### config.mk
export PLATFORM = sky130hd
export DESIGN_NAME = alu_issue
export DESIGN_NICKNAME = d
export VERILOG_FILES = /design/src/rtl/alu_issue.sv
export SDC_FILE = /design/constraint.sdc
export NUM_CORES = 1
export LEC_CHECK = 0
export BUFFER_PORTS_ARGS = -buffer_cell sky130_fd_sc_hd__buf_2
export CAP_MARGIN = 10
export CORE_ASPECT_RATIO = 1.25
export CORE_MARGIN = 4
export CORE_UTILIZATION = 45
export CTS_BUF_LIST = sky130_fd_sc_hd__clkbuf_16
export CTS_CLUSTER_DIAMETER = 80
export DETAILED_ROUTE_END_ITERATION = 10
export PLACE_DENSITY_LB_ADDON = 0.15
export SYNTH_ARGS = -nofsm -noshare
export SYNTH_HDL_FRONTEND = slang
export SYNTH_SLANG_ARGS = --single-unit
### constraint.sdc
create_clock -name clk -period 6.9 [get_ports clk]
set_input_delay 1.035 -clock clk [delete_from_list [all_inputs] [get_ports clk]]
set_output_delay 1.035 -clock clk [all_outputs]
set_load 0.03 [all_outputs]
### src/rtl/alu_issue.sv
// alu_issue: command FIFO feeding a combinational ALU through registered
// operand outputs, with a one-entry result holding register.
// Optional feature macro: DIVZ_CHECK_EN (divide-by-zero detection, res_err port).
module alu_issue #(
  parameter int DEPTH = 4
) (
  input  logic        clk,
  input  logic        rst,
  input  logic        cmd_valid,
  output logic        cmd_ready,
  input  logic [3:0]  cmd_opcode,
  input  logic [7:0]  cmd_a,
  input  logic [7:0]  cmd_b,
  input  logic [3:0]  cmd_nbit,
  output logic [3:0]  Opcode,
  output logic [7:0]  A,
  output logic [7:0]  B,
  output logic [3:0]  N_bit,
  input  logic [15:0] alu_out,
  output logic        res_valid,
  input  logic        res_ready,
  output logic [15:0] res_data,
`ifdef DIVZ_CHECK_EN
  output logic        res_err,
`endif
  output logic        busy
);

  localparam int PW = (DEPTH > 1) ? $clog2(DEPTH) : 1;
  localparam int CW = PW + 1;
  localparam logic [CW-1:0] FULL_C = CW'(DEPTH);
  localparam logic [CW-1:0] ZERO_C = {CW{1'b0}};

  typedef enum logic [1:0] {
    IDLE  = 2'd0,
    ISSUE = 2'd1,
    HOLD  = 2'd2
  } state_t;

  state_t        state_q, state_d;
  logic [PW-1:0] wr_ptr_q, wr_ptr_d;
  logic [PW-1:0] rd_ptr_q, rd_ptr_d;
  logic [CW-1:0] count_q, count_d;
  logic [23:0]   mem_q [DEPTH];
  logic [23:0]   mem_d [DEPTH];
  logic [3:0]    opcode_q, opcode_d;
  logic [7:0]    a_q, a_d;
  logic [7:0]    b_q, b_d;
  logic [3:0]    nbit_q, nbit_d;
  logic          res_valid_q, res_valid_d;
  logic [15:0]   res_data_q, res_data_d;
  logic          res_err_q, res_err_d;
  logic          cmd_ready_q, cmd_ready_d;
  logic          busy_q, busy_d;
  logic          push_s;
  logic          pop_s;
  logic [23:0]   head_s;

  assign push_s = cmd_valid && cmd_ready_q;
  assign head_s = mem_q[rd_ptr_q];

  // Issue FSM: decides pops, result capture and operand loads.
  always_comb begin
    state_d     = state_q;
    pop_s       = 1'b0;
    res_valid_d = res_valid_q;
    res_data_d  = res_data_q;
    res_err_d   = res_err_q;
    case (state_q)
      IDLE: begin
        if (count_q != ZERO_C) begin
          pop_s   = 1'b1;
          state_d = ISSUE;
        end else begin
          state_d = IDLE;
        end
      end
      ISSUE: begin
        res_valid_d = 1'b1;
        state_d     = HOLD;
`ifdef DIVZ_CHECK_EN
        // Division by zero is flagged here rather than trusting the ALU value.
        if ((opcode_q == 4'b0011) && (b_q == 8'd0)) begin
          res_data_d = 16'hFFFF;
          res_err_d  = 1'b1;
        end else begin
          res_data_d = alu_out;
          res_err_d  = 1'b0;
        end
`else
        res_data_d = alu_out;
        res_err_d  = 1'b0;
`endif
      end
      HOLD: begin
        if (res_ready) begin
          res_valid_d = 1'b0;
          if (count_q != ZERO_C) begin
            pop_s   = 1'b1;
            state_d = ISSUE;
          end else begin
            state_d = IDLE;
          end
        end else begin
          state_d = HOLD;
        end
      end
      default: begin
        state_d = IDLE;
      end
    endcase
  end

  // Operand registers change only when a command is popped.
  always_comb begin
    if (pop_s) begin
      opcode_d = head_s[23:20];
      a_d      = head_s[19:12];
      b_d      = head_s[11:4];
      nbit_d   = head_s[3:0];
    end else begin
      opcode_d = opcode_q;
      a_d      = a_q;
      b_d      = b_q;
      nbit_d   = nbit_q;
    end
  end

  // FIFO bookkeeping: storage write, pointer wrap and occupancy.
  always_comb begin
    mem_d = mem_q;
    if (push_s) begin
      mem_d[wr_ptr_q] = {cmd_opcode, cmd_a, cmd_b, cmd_nbit};
      wr_ptr_d        = wr_ptr_q + 1'b1;
    end else begin
      wr_ptr_d = wr_ptr_q;
    end
    if (pop_s) begin
      rd_ptr_d = rd_ptr_q + 1'b1;
    end else begin
      rd_ptr_d = rd_ptr_q;
    end
    case ({push_s, pop_s})
      2'b10:   count_d = count_q + 1'b1;
      2'b01:   count_d = count_q - 1'b1;
      default: count_d = count_q;
    endcase
    // Status outputs are registered from next-state values so they track state exactly.
    cmd_ready_d = (count_d != FULL_C);
    busy_d      = (state_d != IDLE) || (count_d != ZERO_C);
  end

  // State and control registers with synchronous reset.
  always_ff @(posedge clk) begin
    if (rst) begin
      state_q     <= IDLE;
      wr_ptr_q    <= {PW{1'b0}};
      rd_ptr_q    <= {PW{1'b0}};
      count_q     <= ZERO_C;
      opcode_q    <= 4'd0;
      a_q         <= 8'd0;
      b_q         <= 8'd0;
      nbit_q      <= 4'd0;
      res_valid_q <= 1'b0;
      res_data_q  <= 16'd0;
      res_err_q   <= 1'b0;
      cmd_ready_q <= 1'b1;
      busy_q      <= 1'b0;
    end else begin
      state_q     <= state_d;
      wr_ptr_q    <= wr_ptr_d;
      rd_ptr_q    <= rd_ptr_d;
      count_q     <= count_d;
      opcode_q    <= opcode_d;
      a_q         <= a_d;
      b_q         <= b_d;
      nbit_q      <= nbit_d;
      res_valid_q <= res_valid_d;
      res_data_q  <= res_data_d;
      res_err_q   <= res_err_d;
      cmd_ready_q <= cmd_ready_d;
      busy_q      <= busy_d;
    end
  end

  // FIFO storage; contents are don't-care until written, so no reset.
  always_ff @(posedge clk) begin
    mem_q <= mem_d;
  end

  assign cmd_ready = cmd_ready_q;
  assign Opcode    = opcode_q;
  assign A         = a_q;
  assign B         = b_q;
  assign N_bit     = nbit_q;
  assign res_valid = res_valid_q;
  assign res_data  = res_data_q;
  assign busy      = busy_q;
`ifdef DIVZ_CHECK_EN
  assign res_err   = res_err_q;
`else
  logic unused_err_s;
  assign unused_err_s = res_err_q;
`endif

endmodule

==> impl_summary.txt, run 1 <==
----------------------------------------------------
[Status]
  Outcome ... finished clean

[Power]
  Maximum vdd drop ... between 0.15 and 0.2 mV
  Ratio of total power to cell area ... 442 mW/mm2
  Static leakage power ... about 2.4 nW
  Total power of the final layout ... between 2 and 3 mW

[Floorplan]
  Initial Util ... 45.8%
  Die Footprint ... about 0.014 mm2
  Height of the die ... between 100 and 150 um
  Placeable core region ... 0.0121 mm2
  X dimension of the die ... 107 um
  Count of boundary I/O pins ... 87
  Number of placement rows ... 45

[Placement]
  Post-detail-place hpwl ... 6.24 mm
  Worst slack at placement ... 3.46 ns
  Count of buffers from port buffering ... 86
  Routability congestion estimate from global placement ... slightly below 0.7
  Placed cell count ... 600

[Finish]
  Number of cells in the finished layout apart from fillers ... 632
  Diodes inserted ... 0
  Area added between synthesis and finish ... 19.9%
  Net total in the final layout ... around 500
  Layout cell share with drive strength beyond 1 ... 37.8%

[Worst setup path]
  Type of destination of the critical path ... flip-flop
  Kind of launch point of the worst setup path ... input port
  Cell type group with the largest total delay on the critical path ... simple AND/OR/NAND/NOR gates
  Data required time at the worst endpoint ... 7.20 ns
  Worst setup path startpoint ... res_ready
  Largest stage delay, worst path ... 0.37 ns
  Reg-to-reg critical path startpoint ... count_q[0]
  Buffers & Inverters on Critical Path ... 4
  Highest-delay cell along the critical path ... sky130_fd_sc_hd__fa_1
  Worst-path cell chain ... buf_2 -> nor2b_1 -> or3_1 -> buf_4 -> clkinv_8 -> ha_1 -> inv_1 -> fa_1 -> xor2_1 -> nor2_1 -> xnor2_1 -> or3_1
  Path type of the worst setup path ... input port to flip-flop
  Cell type with the highest occurrence count on the critical path ... sky130_fd_sc_hd__or3_1
  Endpoint arrival time on the critical path ... roughly 3.3 ns
  Max FO, Critical Path ... 27

[Clocking]
  TritonCTS buffer count ... 17
  # Post-CTS Setup Buffers ... 0
  Number of hold buffers added after cts ... 0
  Number of gates resized after CTS ... 0
  Number of sinks driven by the clock tree ... 148
  Clock edge transition at the registers on the reported setup and hold paths ... about 0.060 ns
  CTS tree ... done
  Root buf cell ... sky130_fd_sc_hd__clkbuf_16
  Worst skew pair latency ... 0.41 ns
  Number of levels in the clock H-tree ... 4
  Maximum clock insertion buffer count ... 2

[GRT]
  Total global routing overflow ... 0
  First-pass GRT wire length ... 16.4 mm
  Largest net degree at the start of global routing ... 53
  GR Util All Layers ... about 15%
  Initial antenna violation count ... 0
  Number of global-route vias before repair ... 3,194

[Synth]
  Fraction of synthesis flops using an asynchronous set or reset pin ... 0%
  Per-instance average area after synthesis ... 15.2 um2
  Synth Net Count ... 415
  Adder-cell share of the synthesized area ... 1.49%
  Register bit count reported by yosys ... 148
  Number of instances in the synthesized netlist ... roughly 370
  Warnings, synthesis ... 0
  Xor and xnor fraction of the mapped netlist area ... 0.948%
  Post-Syn Area ... 0.00555 mm2
  Number of enable flip-flop cells after synthesis ... 96
  Largest family of logic cells by synthesized area ... multiplexers
  Post-synthesis simple-gate area fraction ... ~8.6%
  Synth Flop Type ... sky130_fd_sc_hd__edfxtp_1
  Share of cell area taken by muxes after synthesis ... roughly a tenth
  Distinct cell type count after synthesis ... 32
  Seq/Total Area, Yosys ... 70.8%
  Compound-gate portion of the synthesized area ... 5.19%

[Route]
  Met1 wire length ... between 4 and 5 mm
  Number of detailed-route iterations in the first pass ... 4
  Drt total wl ... 10.3 mm
  Residual antenna-violating net count after detailed routing ... 0
  Highest routed layer ... met4
  Count of routing violations after the opening detailed-route iteration ... ~160
  Post-route DRC ... 0
  Vias post-DR ... 3,161
  Met3 routed WL ... 535 um
  Routed wire length on met2 ... around 5.4 mm
  Via density per instance ... 5.00
  Routed length per placed instance ... 16.4 um

[STA]
  Highest Clock Rate ... around 330 MHz
  Setup repair after global routing missed its margin ... no
  Worst-Margin Slew ... 1.18 ns
  Clk_skew ... around 0.0066 ns
  Minimum period implied by the final worst setup slack ... 3.00 ns
  Worst hold margin ... 0.451 ns
  Final TNS setup ... 0 ns
  Endpoints failing hold ... 0
  Final count of pins violating max slew ... 0
  Minimum setup slack in the final design ... roughly 3.9 ns
  Final Setup Violations ... 0
  Slew HR ... a little over a fifth
  Crit share post-route ... 43.5%

[Job]
  Max Cap Violations ... 0

[Hold path]
  Kind of path behind the tightest hold check ... flip-flop to flip-flop
  Hold path startpoint ... N_bit[3]

----------------------------------------------------
==> layout make-up <==
class | count | area (um2)
Multi-Input combinational cell | 190 | 1450
Fill cell | 1016 | 5460
Clock buffer | 17 | 425
Timing Repair Buffer | 92 | 475
Clock inverter | 15 | 130
Tap cell | 164 | 205
Inverter | 6 | 35.0
Sequential cell | 148 | 3930
==> synth_stat cells (2+ instances only) <==
cell type | instances | area, um2
sky130_fd_sc_hd__ha_1 | 5 | 62.6
sky130_fd_sc_hd__clkbuf_1 | 11 | 41.3
sky130_fd_sc_hd__nand2_2 | 9 | 56.3
sky130_fd_sc_hd__dfxtp_1 | 52 | 1040
sky130_fd_sc_hd__xnor2_1 | 4 | 35.0
sky130_fd_sc_hd__mux4_2 | 24 | 541
sky130_fd_sc_hd__inv_1 | 5 | 18.8
sky130_fd_sc_hd__edfxtp_1 | 96 | 2880
sky130_fd_sc_hd__a21oi_1 | 22 | 110
sky130_fd_sc_hd__buf_2 | 4 | 20.0
sky130_fd_sc_hd__xor2_1 | 2 | 17.5
sky130_fd_sc_hd__nor2b_1 | 4 | 25.0
sky130_fd_sc_hd__buf_4 | 2 | 15.0
sky130_fd_sc_hd__a21oi_2 | 19 | 166
sky130_fd_sc_hd__nor3_1 | 2 | 10.0
sky130_fd_sc_hd__nor2_1 | 11 | 41.3
sky130_fd_sc_hd__nand2_1 | 73 | 274
sky130_fd_sc_hd__and3_1 | 4 | 25.0
sky130_fd_sc_hd__or3_1 | 2 | 12.5
sky130_fd_sc_hd__buf_6 | 2 | 22.5
==> kinds of logic after synthesis <==
logic type | Yosys count
muxes | 25
and+or+nand+nor | 110
adders and majority gates | 6
xor gates and xnor gates | 6
DFF | 148
AOI/OAI and AO/OA | 43
buffers and inverters | 27
==> worst paths after layout <==
kind                to  slack (ns)  cells past startpoint
max          cmd_ready        3.90                     12
min           N_bit[3]        0.45                      2
max reg2reg  cmd_ready        4.10                     11
min reg2reg   N_bit[3]        0.45                      2
==> sequential cells by signal, summed over array words and instances (netlist names) <==
name / flops
Opcode: 4
cmd_ready: 1
A: 8
B: 8
count_q: 3
state_q: 2
N_bit: 4
mem_q: 96
busy: 1
res_valid: 1
wr_ptr_q: 2
res_data: 16
rd_ptr_q: 2
==> power by group <==
part / internal [mW] / switching (mW) / total (mW)
logic: 0.310 / 0.550 / 0.860
registers: 1.12 / 0.108 / 1.23
clock network: 0.496 / 0.353 / 0.849
==> layout by cell type, fill, tap and decap left out, types with 6 or more instances in the layout <==
master,count
sky130_fd_sc_hd__nand2_1,73
sky130_fd_sc_hd__dfxtp_1,51
sky130_fd_sc_hd__nor2_1,11
sky130_fd_sc_hd__a21oi_2,19
sky130_fd_sc_hd__edfxtp_1,96
sky130_fd_sc_hd__a21oi_1,22
sky130_fd_sc_hd__buf_2,86
sky130_fd_sc_hd__clkbuf_16,17
sky130_fd_sc_hd__nand2_2,9
sky130_fd_sc_hd__mux4_2,24
sky130_fd_sc_hd__buf_4,6
==> metal layers <==
metal / vias up / GRT usage [%]
li1: 1497 / -
met1: 1565 / 18.5
met2: 86 / 26.2
met3: 13 / 4.26
met4: 0 / 5.97
met5: - / 0
==> tightest hold or removal path: cells and delay by family (launching register included) <==
family | cells | cell delay [ns]
DFF | 1 | 0.30
AOI/OAI and AO/OA | 1 | 0.05
and+or+nand+nor | 1 | 0.05
==> metrics by stage <==
| step | cell area [um2] | utilization [%] |
|---|---|---|
| 2_1_floorplan | 5550 | - |
| 3_3_place_gp | 6090 | 50.3 |
| 3_5_place_dp | 6090 | 50.3 |
| 4_1_cts | 6650 | 54.9 |
| 5_1_grt | 6650 | 54.9 |
| 6_report | 6650 | 54.9 |
Power figures use the tool's default switching activity.
==> run 2: changes to the inputs <==
==> constraint.sdc (replaced) <==
create_clock -name clk -period 2.7 [get_ports clk]
set_input_delay 0.405 -clock clk [delete_from_list [all_inputs] [get_ports clk]]
set_output_delay 0.405 -clock clk [all_outputs]
set_load 0.03 [all_outputs]
==> run 2 against run 1 <==
- sequential cell count unchanged
- wire length decreased by 0.83%
- final cell count is 0.95% higher
- utilization up 0.84 points
- first-iteration DRC count decreased by 9.1%
- count of clock-buffer cells in the layout is the same
- worst hold slack got worse by 0.24 ns
- critical path type is now flip-flop to flip-flop
- critical endpoint unchanged
==> impl_summary.txt, run 2 (synthesis gave the netlist of run 1 again) <==
----------------------------------------------------
[Status]
  Outcome ... finished clean

[Finish]
  Total area of multi-input combinational cells ... roughly 0.0015 mm2
  Most common library cell in the layout ignoring fill and taps ... sky130_fd_sc_hd__edfxtp_1
  Layout cell share with drive strength beyond 1 ... around 38%
  Diodes inserted ... 0
  Most flops, register ... mem_q
  Area added between synthesis and finish ... 21.7%
  Most frequent cells in the layout ... 96 x sky130_fd_sc_hd__edfxtp_1, 86 x sky130_fd_sc_hd__buf_2, 73 x sky130_fd_sc_hd__nand2_1
  Utilization after layout ... 55.8%
  Number of inserted filler cells in the final layout ... 1,005
  Register area ... 0.00393 mm2
  Net total in the final layout ... 511
  Number of flip-flops under the largest register name ... 96

[Worst setup path]
  Worst-path cell chain ... nor3_1 -> or3_1 -> clkinv_8 -> ha_1 -> inv_1 -> fa_1 -> xor2_1 -> nor2_1 -> xnor2_1 -> or3_1
  Type of destination of the critical path ... flip-flop
  Endpoint arrival time on the critical path ... about 2.8 ns
  Kind of launch point of the worst setup path ... flip-flop
  Data required time at the worst endpoint ... 2.99 ns
  Cell type group with the largest total delay on the critical path ... simple AND/OR/NAND/NOR gates
  R2R setup slack ... 0.22 ns
  Max FO, Critical Path ... 4
  Cell type with the highest occurrence count on the critical path ... sky130_fd_sc_hd__or3_1
  Largest stage delay, worst path ... 0.46 ns
  Path type of the worst setup path ... flip-flop to flip-flop
  Buffers & Inverters on Critical Path ... 2
  Path depth of the worst reg2reg path ... 10
  RR Endpoint ... cmd_ready
  Highest-delay cell along the critical path ... sky130_fd_sc_hd__or3_1
  Reg-to-reg critical path startpoint ... count_q[0]

[STA]
  Worst-Margin Slew ... 1.01 ns
  Final TNS setup ... 0 ns
  Final count of pins violating max slew ... 0
  Slew HR ... 32.8%
  Final Setup Violations ... 0
  Highest Clock Rate ... 403 MHz
  Clk_skew ... between 0.007 and 0.008 ns
  Endpoints failing hold ... 0
  Minimum period implied by the final worst setup slack ... ~2.5 ns
  Worst hold margin ... 0.216 ns
  Setup repair after global routing missed its margin ... no
  Crit share post-route ... 91.9%

[Hold path]
  Kind of path behind the tightest hold check ... input port to flip-flop
  Hold path startpoint ... cmd_b[3]
  Cell count of the worst hold path ... 1
  Worst Hold Endpoint ... mem_q[55]

[Route]
  Count of routing violations after the opening detailed-route iteration ... around 150
  Vias post-DR ... 3,099
  Via density per instance ... just under 5
  Residual antenna-violating net count after detailed routing ... 0
  Number of detailed-route iterations in the first pass ... 4
  Routed length per placed instance ... 16.1 um
  Drt total wl ... approximately 10 mm
  Post-route DRC ... 0

[Floorplan]
  X dimension of the die ... 107 um
  Number of placement rows ... 45
  Initial Util ... 45.8%
  Height of the die ... 132 um
  Die Footprint ... 0.0142 mm2
  Count of boundary I/O pins ... 87
  Placeable core region ... 0.0121 mm2

[GRT]
  Global-route track usage on met2 ... 23.8%
  Met3 demand-to-capacity share in global routing ... 4.07%
  Met1 Usage GRT ... about a fifth
  Initial antenna violation count ... 0
  First-pass GRT wire length ... 16.1 mm
  Number of global-route vias before repair ... approximately 3,200
  Largest net degree at the start of global routing ... 46
  Total global routing overflow ... 0
  Busiest layer in global routing ... met2
  GR Util All Layers ... between 10 and 15%

[Clocking]
  TritonCTS buffer count ... 17
  Clock edge transition at the registers on the reported setup and hold paths ... ~0.06 ns
  # Post-CTS Setup Buffers ... 0
  Number of hold buffers added after cts ... 0
  Number of gates resized after CTS ... 0
  Root buf cell ... sky130_fd_sc_hd__clkbuf_16
  Number of sinks driven by the clock tree ... 148
  CTS tree ... done
  Maximum clock insertion buffer count ... 2
  Number of levels in the clock H-tree ... 4
  Worst skew pair latency ... 0.41 ns

[Placement]
  Post-detail-place hpwl ... 6.49 mm
  Routability congestion estimate from global placement ... 0.668
  Count of buffers from port buffering ... 86

[Power]
  Static leakage power ... between 2 and 2.5 nW
  Ratio of total power to cell area ... between 1000 and 1500 mW/mm2
  Maximum vdd drop ... 0.622 mV

[Job]
  Max Cap Violations ... 0

----------------------------------------------------
run 2: cell count changes in the layout (fill, tap and decap cells not counted):
| cell | before | now |
|---|---|---|
| sky130_fd_sc_hd__inv_6 | 4 | 0 |
| sky130_fd_sc_hd__buf_12 | 0 | 3 |
| sky130_fd_sc_hd__buf_4 | 6 | 9 |
| sky130_fd_sc_hd__clkinvlp_4 | 5 | 2 |
| sky130_fd_sc_hd__inv_1 | 5 | 8 |
| sky130_fd_sc_hd__bufinv_16 | 1 | 3 |
| sky130_fd_sc_hd__clkinv_2 | 3 | 5 |
| sky130_fd_sc_hd__clkinv_1 | 1 | 2 |
| sky130_fd_sc_hd__clkinv_4 | 1 | 0 |
run 2: area by class of cell:
| cell class | instances | share of cell area (%) |
|---|---|---|
| sequential | 148 | 58.1 |
| clock buffer | 17 | 6.30 |
| tap | 164 | 3.04 |
| clock inverter | 15 | 2.21 |
| inverter | 6 | 0.519 |
| multi-input combinational | 190 | 21.5 |
| timing repair buffer | 98 | 8.27 |
run 2: how the worst max path moves through the flow:
stage	startpoint	end	slack (ns)	cells after the start
floorplan	count_q[0]	cmd_ready	0.19	12
global placement	res_ready	cmd_ready	0.24	11
detailed placement	res_ready	cmd_ready	0.19	11
CTS	count_q[0]	cmd_ready	0.20	10
global route	count_q[0]	cmd_ready	0.02	10
finish	count_q[0]	cmd_ready	0.22	10
run 2: stage by stage:
step / setup slack (ns) / area, um2 / cells / power, mW
final: 0.220 / 6750 / 638 / 7.66
after global routing: 0.0203 / 6750 / 638 / 8.08
after CTS: 0.196 / 6750 / 638 / 7.79
after detailed placement: 0.188 / 6180 / 606 / 5.50
after global placement: 0.245 / 6180 / 606 / 5.46
after floorplan: 0.192 / 5550 / 365 / 4.91
run 2: worst register-to-register path: stages, from the launching register on:
cell and delay (ns):
sky130_fd_sc_hd__dfxtp_1 0.40, sky130_fd_sc_hd__nor3_1 0.10, sky130_fd_sc_hd__or3_1 0.46, sky130_fd_sc_hd__clkinv_8 0.07, sky130_fd_sc_hd__ha_1 0.17, sky130_fd_sc_hd__inv_1 0.07, sky130_fd_sc_hd__fa_1 0.38, sky130_fd_sc_hd__xor2_1 0.15
sky130_fd_sc_hd__nor2_1 0.11, sky130_fd_sc_hd__xnor2_1 0.11, sky130_fd_sc_hd__or3_1 0.34
run 2: report_power, final:
group | switching (mW) | internal, mW | total (mW) | leakage [nW]
clock | 0.835 | 1.42 | 2.26 | 0.291
sequential | 0.200 | 2.86 | 3.06 | 1.31
combinational | 1.48 | 0.850 | 2.33 | 0.895
run 2: metal layers:
metal	share of wire (%)	up-vias	routed length, um
met3	5.6	12	578
met5	0	-	0
met2	48	76	4950
li1	-	1510	-
met1	44	1501	4560
met4	1.6	0	160
